[config.mk]
export PLATFORM = sky130hd
export DESIGN_NAME = hamming_7_4_scrub_ctrl
export DESIGN_NICKNAME = d
export VERILOG_FILES = /design/src/rtl/hamming_7_4_scrub_ctrl_pkg.sv /design/src/rtl/hamming_7_4_scrub_ctrl_syndrome_fix.sv /design/src/rtl/hamming_7_4_scrub_ctrl.sv
export SDC_FILE = /design/constraint.sdc
export NUM_CORES = 1
export LEC_CHECK = 0
export CORE_MARGIN = 10
export CORE_UTILIZATION = 56
export CTS_CLUSTER_SIZE = 20
export DETAILED_ROUTE_END_ITERATION = 16
export HOLD_SLACK_MARGIN = 0.06
export PLACE_DENSITY = 0.93
export SLEW_MARGIN = 20
export SYNTH_ARGS = -nofsm -noshare
export SYNTH_HDL_FRONTEND = slang
export SYNTH_HIERARCHICAL = 1
export SYNTH_SLANG_ARGS = --single-unit
[constraint.sdc]
create_clock -name clk -period 5.2 [get_ports clk]
set_input_delay 1.56 -clock clk [delete_from_list [all_inputs] [get_ports clk]]
set_output_delay 1.56 -clock clk [all_outputs]
set_load 0.02 [all_outputs]
[src/rtl/hamming_7_4_scrub_ctrl_pkg.sv]
`default_nettype none
// ============================================================================
//  Module   : hamming_pkg
//  Purpose  : Shared constants, FSM state type and syndrome decode helper for
//             the Hamming (7,4) scrubber and its correction datapath.
//  Revision : 1.0 - initial release
// ============================================================================
package hamming_pkg;

   // Codeword layout is {d3,d2,d1,d0,p2,p1,p0} on bits [6:0]
   localparam int c_CW_W  = 7;
   localparam int c_SYN_W = 3;

   // Syndrome value that points at each codeword bit
   localparam logic [c_SYN_W-1:0] c_SYN_B6 = 3'd7;
   localparam logic [c_SYN_W-1:0] c_SYN_B5 = 3'd6;
   localparam logic [c_SYN_W-1:0] c_SYN_B4 = 3'd5;
   localparam logic [c_SYN_W-1:0] c_SYN_B3 = 3'd3;
   localparam logic [c_SYN_W-1:0] c_SYN_B2 = 3'd4;
   localparam logic [c_SYN_W-1:0] c_SYN_B1 = 3'd2;
   localparam logic [c_SYN_W-1:0] c_SYN_B0 = 3'd1;

   typedef enum logic [2:0] {
      ST_IDLE = 3'd0,
      ST_RD   = 3'd1,
      ST_WAIT = 3'd2,
      ST_CHK  = 3'd3,
      ST_WR   = 3'd4,
      ST_NEXT = 3'd5,
      ST_DONE = 3'd6
   } state_e;

   // One-hot flip mask for the bit a syndrome points at; zero syndrome flips nothing
   function automatic logic [c_CW_W-1:0] syn_to_mask(input logic [c_SYN_W-1:0] syn);
      logic [c_CW_W-1:0] mask;
      mask = '0;
      case (syn)
         c_SYN_B6: mask = 7'b100_0000;
         c_SYN_B5: mask = 7'b010_0000;
         c_SYN_B4: mask = 7'b001_0000;
         c_SYN_B3: mask = 7'b000_1000;
         c_SYN_B2: mask = 7'b000_0100;
         c_SYN_B1: mask = 7'b000_0010;
         c_SYN_B0: mask = 7'b000_0001;
         default:  mask = '0;
      endcase
      return mask;
   endfunction

endpackage
`default_nettype wire

[src/rtl/hamming_7_4_scrub_ctrl_syndrome_fix.sv]
`default_nettype none
// ============================================================================
//  Module   : hamming_7_4_syndrome_fix
//  Purpose  : Combinational Hamming (7,4) checker: syndrome, single-bit
//             corrected codeword and error flag.
//  Revision : 1.0 - initial release
// ============================================================================
module hamming_7_4_syndrome_fix
   import hamming_pkg::*;
(
   input  logic [c_CW_W-1:0]  cw_i,
   output logic [c_SYN_W-1:0] syn_o,
   output logic [c_CW_W-1:0]  fixed_o,
   output logic               err_o
);

   logic [c_SYN_W-1:0] w_syn;

   // Parity checks over the three overlapping groups, then flip the indicated bit
   always_comb begin
      w_syn[2] = cw_i[6] ^ cw_i[5] ^ cw_i[4] ^ cw_i[2];
      w_syn[1] = cw_i[6] ^ cw_i[5] ^ cw_i[3] ^ cw_i[1];
      w_syn[0] = cw_i[6] ^ cw_i[4] ^ cw_i[3] ^ cw_i[0];
      syn_o    = w_syn;
      fixed_o  = cw_i ^ syn_to_mask(w_syn);
      err_o    = |w_syn;
   end

endmodule
`default_nettype wire

[src/rtl/hamming_7_4_scrub_ctrl.sv]
`default_nettype none
// ============================================================================
//  Module   : hamming_7_4_scrub_ctrl
//  Purpose  : Memory scrubber. Walks addresses 0..DEPTH-1, reads each 7-bit
//             codeword, writes back single-bit corrections and logs them.
//             Shares the RAM port with a host via a host-priority arbiter
//             with an anti-starvation limit.
//  Revision : 1.0 - initial release
// ============================================================================
module hamming_7_4_scrub_ctrl
   import hamming_pkg::*;
#(
   parameter int ADDR_W       = 8,
   parameter int DEPTH        = 256,
   parameter int STARVE_LIMIT = 8,
   parameter int CNT_W        = 16
)(
   input  logic              clk,
   input  logic              rst,
   input  logic              start,
   output logic              busy,
   output logic              done,
   input  logic              host_req,
   output logic              host_gnt,
   output logic [ADDR_W-1:0] mem_addr,
   output logic              mem_rd_en,
   input  logic [6:0]        mem_rdata,
   output logic              mem_wr_en,
   output logic [6:0]        mem_wdata,
   output logic [CNT_W-1:0]  err_count,
   output logic [ADDR_W-1:0] last_err_addr
);

   // Starve counter must be able to hold STARVE_LIMIT itself
   localparam int                c_STV_W     = $clog2(STARVE_LIMIT + 2);
   localparam logic [c_STV_W-1:0] c_STV_MAX  = c_STV_W'(STARVE_LIMIT);
   localparam logic [ADDR_W-1:0]  c_LAST_ADDR = ADDR_W'(DEPTH - 1);
   localparam logic [CNT_W-1:0]   c_CNT_MAX   = {CNT_W{1'b1}};

   state_e              state_q, state_d;
   logic [ADDR_W-1:0]   addr_q, addr_d;
   logic [ADDR_W-1:0]   last_err_q, last_err_d;
   logic [c_CW_W-1:0]   word_q, word_d;
   logic [c_CW_W-1:0]   wdata_q, wdata_d;
   logic [CNT_W-1:0]    err_cnt_q, err_cnt_d;
   logic [c_STV_W-1:0]  starve_q, starve_d;

   logic                w_host_gnt;
   logic                w_scrub_gnt;
   logic                w_rd_en;
   logic                w_wr_en;
   logic [c_SYN_W-1:0]  w_syn;
   logic [c_CW_W-1:0]   w_fixed;
   logic                w_err;

   hamming_7_4_syndrome_fix u_fix (
      .cw_i    (word_q),
      .syn_o   (w_syn),
      .fixed_o (w_fixed),
      .err_o   (w_err)
   );

   // Port arbitration: host wins in RD/WR until it has held the port STARVE_LIMIT cycles in a row
   always_comb begin
      w_host_gnt  = host_req;
      w_scrub_gnt = 1'b0;
      starve_d    = starve_q;
      if (state_q == ST_WAIT) begin
         // read data is in flight on the shared port
         w_host_gnt = 1'b0;
      end else if ((state_q == ST_RD) || (state_q == ST_WR)) begin
         if (host_req && (starve_q < c_STV_MAX)) begin
            w_host_gnt = 1'b1;
            starve_d   = starve_q + 1'b1;
         end else begin
            w_host_gnt  = 1'b0;
            w_scrub_gnt = 1'b1;
            starve_d    = '0;
         end
      end
   end

   // Scrub sequencing: next state, datapath updates and RAM strobes
   always_comb begin
      state_d    = state_q;
      addr_d     = addr_q;
      word_d     = word_q;
      wdata_d    = wdata_q;
      err_cnt_d  = err_cnt_q;
      last_err_d = last_err_q;
      w_rd_en    = 1'b0;
      w_wr_en    = 1'b0;
      case (state_q)
         ST_IDLE: begin
            if (start) begin
               state_d    = ST_RD;
               addr_d     = '0;
               err_cnt_d  = '0;
               last_err_d = '0;
            end
         end
         ST_RD: begin
            if (w_scrub_gnt) begin
               w_rd_en = 1'b1;
               state_d = ST_WAIT;
            end
         end
         ST_WAIT: begin
            word_d  = mem_rdata;
            state_d = ST_CHK;
         end
         ST_CHK: begin
            // decoder raises err exactly when the syndrome is nonzero
            if (w_err && (w_syn != '0)) begin
               wdata_d    = w_fixed;
               last_err_d = addr_q;
               if (err_cnt_q != c_CNT_MAX) begin
                  err_cnt_d = err_cnt_q + 1'b1;
               end
               state_d = ST_WR;
            end else begin
               state_d = ST_NEXT;
            end
         end
         ST_WR: begin
            if (w_scrub_gnt) begin
               w_wr_en = 1'b1;
               state_d = ST_NEXT;
            end
         end
         ST_NEXT: begin
            if (addr_q == c_LAST_ADDR) begin
               state_d = ST_DONE;
            end else begin
               addr_d  = addr_q + 1'b1;
               state_d = ST_RD;
            end
         end
         ST_DONE: begin
            state_d = ST_IDLE;
         end
         default: begin
            state_d = ST_IDLE;
         end
      endcase
   end

   // State and datapath registers
   always_ff @(posedge clk) begin
      if (rst) begin
         state_q    <= ST_IDLE;
         addr_q     <= '0;
         word_q     <= '0;
         wdata_q    <= '0;
         err_cnt_q  <= '0;
         last_err_q <= '0;
         starve_q   <= '0;
      end else begin
         state_q    <= state_d;
         addr_q     <= addr_d;
         word_q     <= word_d;
         wdata_q    <= wdata_d;
         err_cnt_q  <= err_cnt_d;
         last_err_q <= last_err_d;
         starve_q   <= starve_d;
      end
   end

   // Strobes are suppressed while reset is held so an aborted pass never touches the RAM
   assign mem_rd_en     = w_rd_en & ~rst;
   assign mem_wr_en     = w_wr_en & ~rst;
   assign host_gnt      = w_host_gnt;
   assign mem_addr      = addr_q;
   assign mem_wdata     = wdata_q;
   assign busy          = (state_q != ST_IDLE) && (state_q != ST_DONE);
   assign done          = (state_q == ST_DONE);
   assign err_count     = err_cnt_q;
   assign last_err_addr = last_err_q;

endmodule
`default_nettype wire

==> run metrics, run 1 <==
status=complete, no violations; Worst-path clk slew=90 ps; post-route DRC violation count=0; Syn. warnings=6; CTS tree=built; WP data arrival=3130 ps; Async S/R FF share, synth=0%; number of routed nets with antenna violations=0; Hold Crit Start=mem_wdata[0]; row cnt=26; leakage=1.23 nW; first-pass GRT wire length=12800 um; Finished Layout Cells=475; total die area=0.00862 mm2; routed vias=2840; Int Power=0.581 mW; Final Hold Viols=0; CTS root buf=clkbuf_8; Worst path slowest cell=clkdlybuf4s50_1; Pwr Total=0.792 mW; Seq/Total Area, Yosys=35.7%; design area=0.00361 mm2; hold crit path type=reg2reg; CP Data Required Time=3640 ps; RSZ-0062 raised after global routing=false; post-synth top area share=35.7%; DR iter-0 viols=222; RR Startpoint=word_q[6]; Synth area leaders=dfxtp_1 (36%), nand2_1 (6.2%), mux2i_1 (5.4%), a21oi_1 (5.2%), nor2_1 (2.9%); Placer Congestion=0.932; io pins=55; Detailed Place HPWL=5440 um; GRT Total Usage=17.5%; Max VDD drop=0.000173 V; highest clock rate=0.213 GHz; Mapped Area=0.00297 mm2; Post-Synth XOR/XNOR Area=5.43%; initial antenna violation count=1; mux cell area share after synthesis=5.90%; CP peak stage delay=570 ps; cell mode on critical path=clkdlybuf4s50_1; reg2reg setup slack=2510 ps; Die Wd=92.8 um; largest net degree at the start of global routing=39; Worst-Margin Slew=740 ps; Post-Syn Nets=376; CP Capture Type=output port; met3 wire len=572 um; Initial Util=57.8%; power share of the combinational group=14.8%; setup_tns=0 ps; r2r endpoint=err_count[5]; Synth Area in Compound Gates=18.9%; area leader, netlist=dfxtp_1; sequential share of power=53.3%; port bufs=54; final worst-path cycle share=90.2%; net switching power=0.212 mW; Max Root-Sink Buffers=2; fin crit period=4690 ps; Post-DP Area=0.00350 mm2; CP endpoint=mem_rd_en; Post-CTS Setup Repair Bufs=0; H-tree depth=2; prevailing post-synth register cell=dfxtp_1; Hold-fix buffers, CTS=0; syn avg cell area=8.21 um2; fillers=434; Routed WL=7450 um; setup violators final=0; reg2reg path depth=7; core area=0.00514 mm2; Critical Path Fanout Max=6; vias in the first global route=2750; critical path class=in2out; placed cell count=466; EDFF count, synth=0; vias per std cell=5.98; area delta synth->final=21.4%; post-synthesis simple-gate area fraction=27.9%; clock share of power=31.9%; max cap viols=0; 1st-pass router iterations=4; Critical path origin=host_req; final core occ=70.2%; met1 WL=3130 um; Avg WL per Cell=15.7 um; clock latency at the later pin of the worst-skew pair=310 ps; layout net count=417; Slew HR=50.5%; Max Used Layer=met4; largest family of logic cells by synthesized area=simple AND/OR/NAND/NOR gates; total grt overflow=0; synthesized-area fraction occupied by adder cells=1.26%; Startpoint Class=primary input; most frequent cells after synthesis=dfxtp_1 (53), nand2_1 (49), a21oi_1 (31); met2 WL=3580 um; CTS Buf Count=5; final slew viol count=0; Synth Instances=362; layout cell share with drive strength beyond 1=6.19%; Fin Clk Skew=6.61 ps; crit-path cells=clkdlybuf4s50_1, nor2b_1, nor3_1, clkdlybuf4s50_1; Die Ht=92.8 um; Cell variety after synth=54; count leader, synth=dfxtp_1; register bit total from synthesis=53; CTS resizes=0; switching part of the total=26.7%; P per Cell Area=220 mW/mm2; Num Clock Sinks=53
==> layout by cell type (no fill, tap or decap), types with 7 or more instances in the layout <==
cell type	count
dfxtp_1	53
clkdlybuf4s50_1	53
nand2_1	49
a21oi_1	31
nor2_1	23
mux2i_1	16
nand3_1	14
inv_1	12
or3_1	12
o21ai_0	10
and2_1	10
nand2b_1	9
a31oi_1	9
nand4_1	8
xnor2_1	8
a211oi_1	7
clkbuf_8	7
==> area by class of cell <==
class                           count  area, um2  area share [%]
Sequential cell                    53       1060            29.4
Tap cell                           70       87.6            2.43
Clock buffer                        7       96.3            2.67
Clock inverter                      1       5.00           0.139
Timing Repair Buffer               55        543            15.1
Inverter                           13       48.8            1.35
Multi-Input combinational cell    275       1760            48.9
Antenna cell                        1       2.50          0.0694
==> sequential cells by signal (all words and copies together), names as in the netlist <==
signal         flops
mem_addr           8
state_q            3
starve_q           4
mem_wdata          7
last_err_addr      8
word_q             7
err_count         16
==> per-stage QoR <==
| step | setup slack, ps | hold slack, ps |
|---|---|---|
| 2_1_floorplan | 1190 | 449 |
| 3_3_place_gp | 541 | 445 |
| 3_5_place_dp | 515 | 449 |
| 4_1_cts | 516 | 462 |
| 5_1_grt | 433 | 487 |
| 6_report | 510 | 458 |
==> power groups by stage <==
stage | logic (mW) | clock network [mW] | registers (mW)
floorplan | 0.0923 | 0 | 0.426
global placement | 0.112 | 0 | 0.431
detailed placement | 0.116 | 0 | 0.432
CTS | 0.117 | 0.257 | 0.422
global route | 0.130 | 0.276 | 0.424
finish | 0.117 | 0.253 | 0.422
==> logic make-up (layout without fill, tap and decap cells) <==
kind of cell	after synthesis	after routing
adder cells (fa/ha/maj)	3	3
flip-flops	53	53
other	0	1
XOR/XNOR	15	15
multiplexers	17	17
AO/OA/AOI/OAI	85	85
buffers and inverters	34	76
AND/OR/NAND/NOR	155	155
==> how the worst min path moves through the flow <==
stage                         endpoint  slack, ps  depth (start not counted)
after floorplan            starve_q[1]        450                          2
after global placement    mem_wdata[6]        440                          2
after detailed placement  mem_wdata[0]        450                          2
after CTS                 mem_wdata[0]        460                          2
after global routing      mem_wdata[5]        490                          2
final                     mem_wdata[0]        460                          2
==> critical path, delay by kind of cell <==
kind,cells,cell delay (ps)
buf+inv,2,1080
simple gates,2,480
==> per-layer routing <==
| metal | GRT usage, % | up-vias |
|---|---|---|
| li1 | - | 1388 |
| met1 | 20.5 | 1326 |
| met2 | 28.3 | 109 |
| met3 | 5.97 | 17 |
| met4 | 7.71 | 0 |
| met5 | 0 | - |
No activity file was read; power rests on OpenSTA's default activity.
==> run 2: changes to the inputs <==
- CORE_MARGIN: 10 -> default
==> run metrics, run 2 (synthesis results as in run 1) <==
status=complete, no violations; hold slack=465 ps; Startpoint Class=primary input; Num Clock Sinks=53; total die area=0.00560 mm2; CTS root buf=clkbuf_8; WP data arrival=3120 ps; CTS resizes=0; critical path class=in2out; max cap viols=0; setup violators final=0; port bufs=54; Initial Util=58.2%; Detailed Place HPWL=4920 um; Post-CTS Setup Repair Bufs=0; CTS Buf Count=5; layout cell share with drive strength beyond 1=6.19%; final slew viol count=0; RSZ-0062 raised after global routing=false; CP Capture Type=output port; Max VDD drop=0.000134 V; Critical Path Fanout Max=6; clock latency at the later pin of the worst-skew pair=310 ps; core area=0.00511 mm2; Max Root-Sink Buffers=2; hold crit path type=reg2reg; first-pass GRT wire length=11500 um; H-tree depth=2; io pins=55; Worst-path clk slew=90 ps; number of routed nets with antenna violations=0; DR iter-0 viols=346; Slew HR=49.0%; row cnt=26; Routed WL=7080 um; setup_tns=0 ps; final worst-path cycle share=90.0%; Worst-Margin Slew=763 ps; layout net count=417; 1st-pass router iterations=5; commonest cells after routing, fill and taps aside=dfxtp_1 (53), clkdlybuf4s50_1 (53), nand2_1 (49); Die Wd=74.8 um; CP Data Required Time=3640 ps; fin crit period=4680 ps; reg2reg setup slack=2510 ps; largest net degree at the start of global routing=56; total grt overflow=0; Hold-fix buffers, CTS=0; CTS tree=built; Avg WL per Cell=14.9 um; Fin Clk Skew=9.85 ps; Placer Congestion=0.865; area delta synth->final=22.5%; initial antenna violation count=0; vias in the first global route=2527; max FFs per register=16; GRT Total Usage=26.3%; routed vias=2899; highest clock rate=0.214 GHz; leakage=1.25 nW; P per Cell Area=239 mW/mm2; post-route DRC violation count=0; Die Ht=74.8 um; ant diodes=0; vias per std cell=6.12; Final Hold Viols=0
==> run 2: power by group <==
group          switching (mW)  internal, mW
clock network           0.138         0.191
registers              0.0120         0.410
logic                  0.0666        0.0497
==> run 2: cell type report <==
cell class                      instances  area [um2]
Clock buffer                            5        68.8
Clock inverter                          3        65.1
Fill cell                             395        1470
Inverter                               13        48.8
Multi-Input combinational cell        275        1760
Sequential cell                        53        1060
Tap cell                               70        87.6
Timing Repair Buffer                   55         543
==> run 2: worst paths after layout <==
kind | start | to | depth (start not counted)
max reg2reg | word_q[6] | err_count[12] | 7
max | host_req | mem_wr_en | 4
min | mem_wdata[5] | mem_wdata[5] | 2
min reg2reg | mem_wdata[5] | mem_wdata[5] | 2
==> run 2: metrics by stage <==
stage                     setup slack (ps)  util, %  instance area (um2)  power, mW  instances
final                                  519     71.2                 3640      0.868        474
after global placement                 591     68.6                 3500      0.543        466
after floorplan                       1190        -                 2970      0.518        362
after detailed placement               535     68.6                 3500      0.547        466
after CTS                              523     71.2                 3640      0.870        474
after global routing                   476     71.2                 3640      0.893        474
==> run 2: critical path: stages <==
cell             delay [ps]
clkdlybuf4s50_1         520
nor2b_1                 370
nor4_1                  100
clkdlybuf4s50_1         570
==> run 2: metal layers <==
| metal | wire length [um] | vias up | track usage, % | share of wire (%) |
|---|---|---|---|---|
| li1 | - | 1388 | - | - |
| met1 | 3000 | 1349 | 34.5 | 42 |
| met2 | 3350 | 146 | 42.0 | 47 |
| met3 | 574 | 16 | 5.09 | 8.1 |
| met4 | 154 | 0 | 11.9 | 2.2 |
| met5 | 0 | - | 0 | 0 |
==> run 3: changes to the inputs <==
- CORE_UTILIZATION: 56 -> 58
- CTS_BUF_LIST: default -> sky130_fd_sc_hd__clkbuf_8
- GPL_ROUTABILITY_DRIVEN: default -> 0
- PLACE_DENSITY: 0.93 -> 0.95
- SETUP_SLACK_MARGIN: default -> 0.02
==> run metrics, run 3 (synthesis results as in run 1) <==
critical path class=in2out; area delta synth->final=20.7%; vias in the first global route=2622; max cap viols=0; Post-DP Area=0.00350 mm2; Final Hold Viols=0; WHS Endpoint=mem_wdata[5]; initial antenna violation count=0; setup_tns=0 ps; io pins=55; Die Ht=73.6 um; P per Cell Area=215 mW/mm2; layout net count=417; design area=0.00359 mm2; Critical Path Fanout Max=6; Worst-Margin Slew=801 ps; Die Wd=73.6 um; DR iter-0 viols=280; routed vias=2910; CTS Buf Count=5; leakage=1.23 nW; commonest cells after routing, fill and taps aside=dfxtp_1 (53), clkdlybuf4s50_1 (53), nand2_1 (49); RSZ-0062 raised after global routing=false; post-route DRC violation count=0; reg2reg path depth=7; clock latency at the later pin of the worst-skew pair=310 ps; final worst-path cycle share=90.7%; Hold-fix buffers, CTS=0; largest net degree at the start of global routing=37; Initial Util=61.7%; CP Capture Type=output port; Hold Crit Start=mem_wdata[5]; Post-CTS Setup Repair Bufs=0; first-pass GRT wire length=11700 um; WP data arrival=3160 ps; Startpoint Class=primary input; CTS root buf=clkbuf_8; Max Root-Sink Buffers=2; status=complete, no violations; 1st-pass router iterations=5; fillers=369; Num Clock Sinks=53; Fin Clk Skew=8.32 ps; Slew HR=46.4%; H-tree depth=2; CTS tree=built; final core occ=74.4%; hold depth=2; total die area=0.00541 mm2; fin crit period=4720 ps; vias per std cell=6.19; Max VDD drop=0.000141 V; row cnt=25; setup violators final=0; reg2reg setup slack=2440 ps; core area=0.00482 mm2; layout cell share with drive strength beyond 1=5.71%; r2r endpoint=err_count[3]; CP Data Required Time=3640 ps; Worst-path clk slew=90 ps; port bufs=54; total grt overflow=0; highest clock rate=0.212 GHz; Pwr Total=0.771 mW; ant diodes=0; RR Startpoint=word_q[6]; GRT Total Usage=27.7%; Routed WL=7190 um; final slew viol count=0; CTS resizes=0; max FFs per register=16; Avg WL per Cell=15.3 um; number of routed nets with antenna violations=0; Detailed Place HPWL=4910 um; hold crit path type=reg2reg
run 3: cell count changes in the layout (fill, tap and decap cells not counted), sizes merged:
cell | previous run | this run
inv | 13 | 14
clkbuf | 5 | 6
clkinv | 1 | 0
bufinv | 2 | 0
run 3: report_power, final:
part	internal (mW)	total [mW]	switching, mW
registers	0.410	0.422	0.0121
logic	0.0497	0.117	0.0678
clock network	0.104	0.231	0.127
run 3: per-stage QoR:
step                setup WS [ps]  hold WS [ps]  std cells
global placement              545           448        463
finish                        484           461        470
floorplan                    1190           449        362
detailed placement            499           455        463
global route                  367           492        470
CTS                           490           467        470
run 3: worst max path at each step:
| stage | endpoint | start | slack [ps] |
|---|---|---|---|
| floorplan | mem_rd_en | rst | 1190 |
| global placement | mem_rd_en | host_req | 540 |
| detailed placement | mem_rd_en | host_req | 500 |
| CTS | mem_rd_en | host_req | 490 |
| global route | mem_rd_en | host_req | 370 |
| finish | mem_rd_en | host_req | 480 |
run 3: critical path, stage by stage:
cell and delay, ps:
clkdlybuf4s50_1 520, nor2b_1 410, nor3_1 110, clkdlybuf4s50_1 550
run 3: per-layer routing:
| metal | global-route usage, % | up-vias | wire length (um) |
|---|---|---|---|
| met5 | 0 | - | 0 |
| met1 | 34.5 | 1372 | 3000 |
| met4 | 12.6 | 0 | 112 |
| li1 | - | 1380 | - |
| met2 | 47.1 | 143 | 3540 |
| met3 | 4.39 | 15 | 539 |
run 3: area by class of cell:
class | count | area, um2 | area share [%]
multi-input cells | 275 | 1760 | 49.2
flip-flops and latches | 53 | 1060 | 29.6
repair buffers | 55 | 543 | 15.1
well taps | 67 | 83.8 | 2.34
clock buffers | 6 | 82.6 | 2.30
inverters | 13 | 48.8 | 1.36
clock inverters | 1 | 3.75 | 0.105
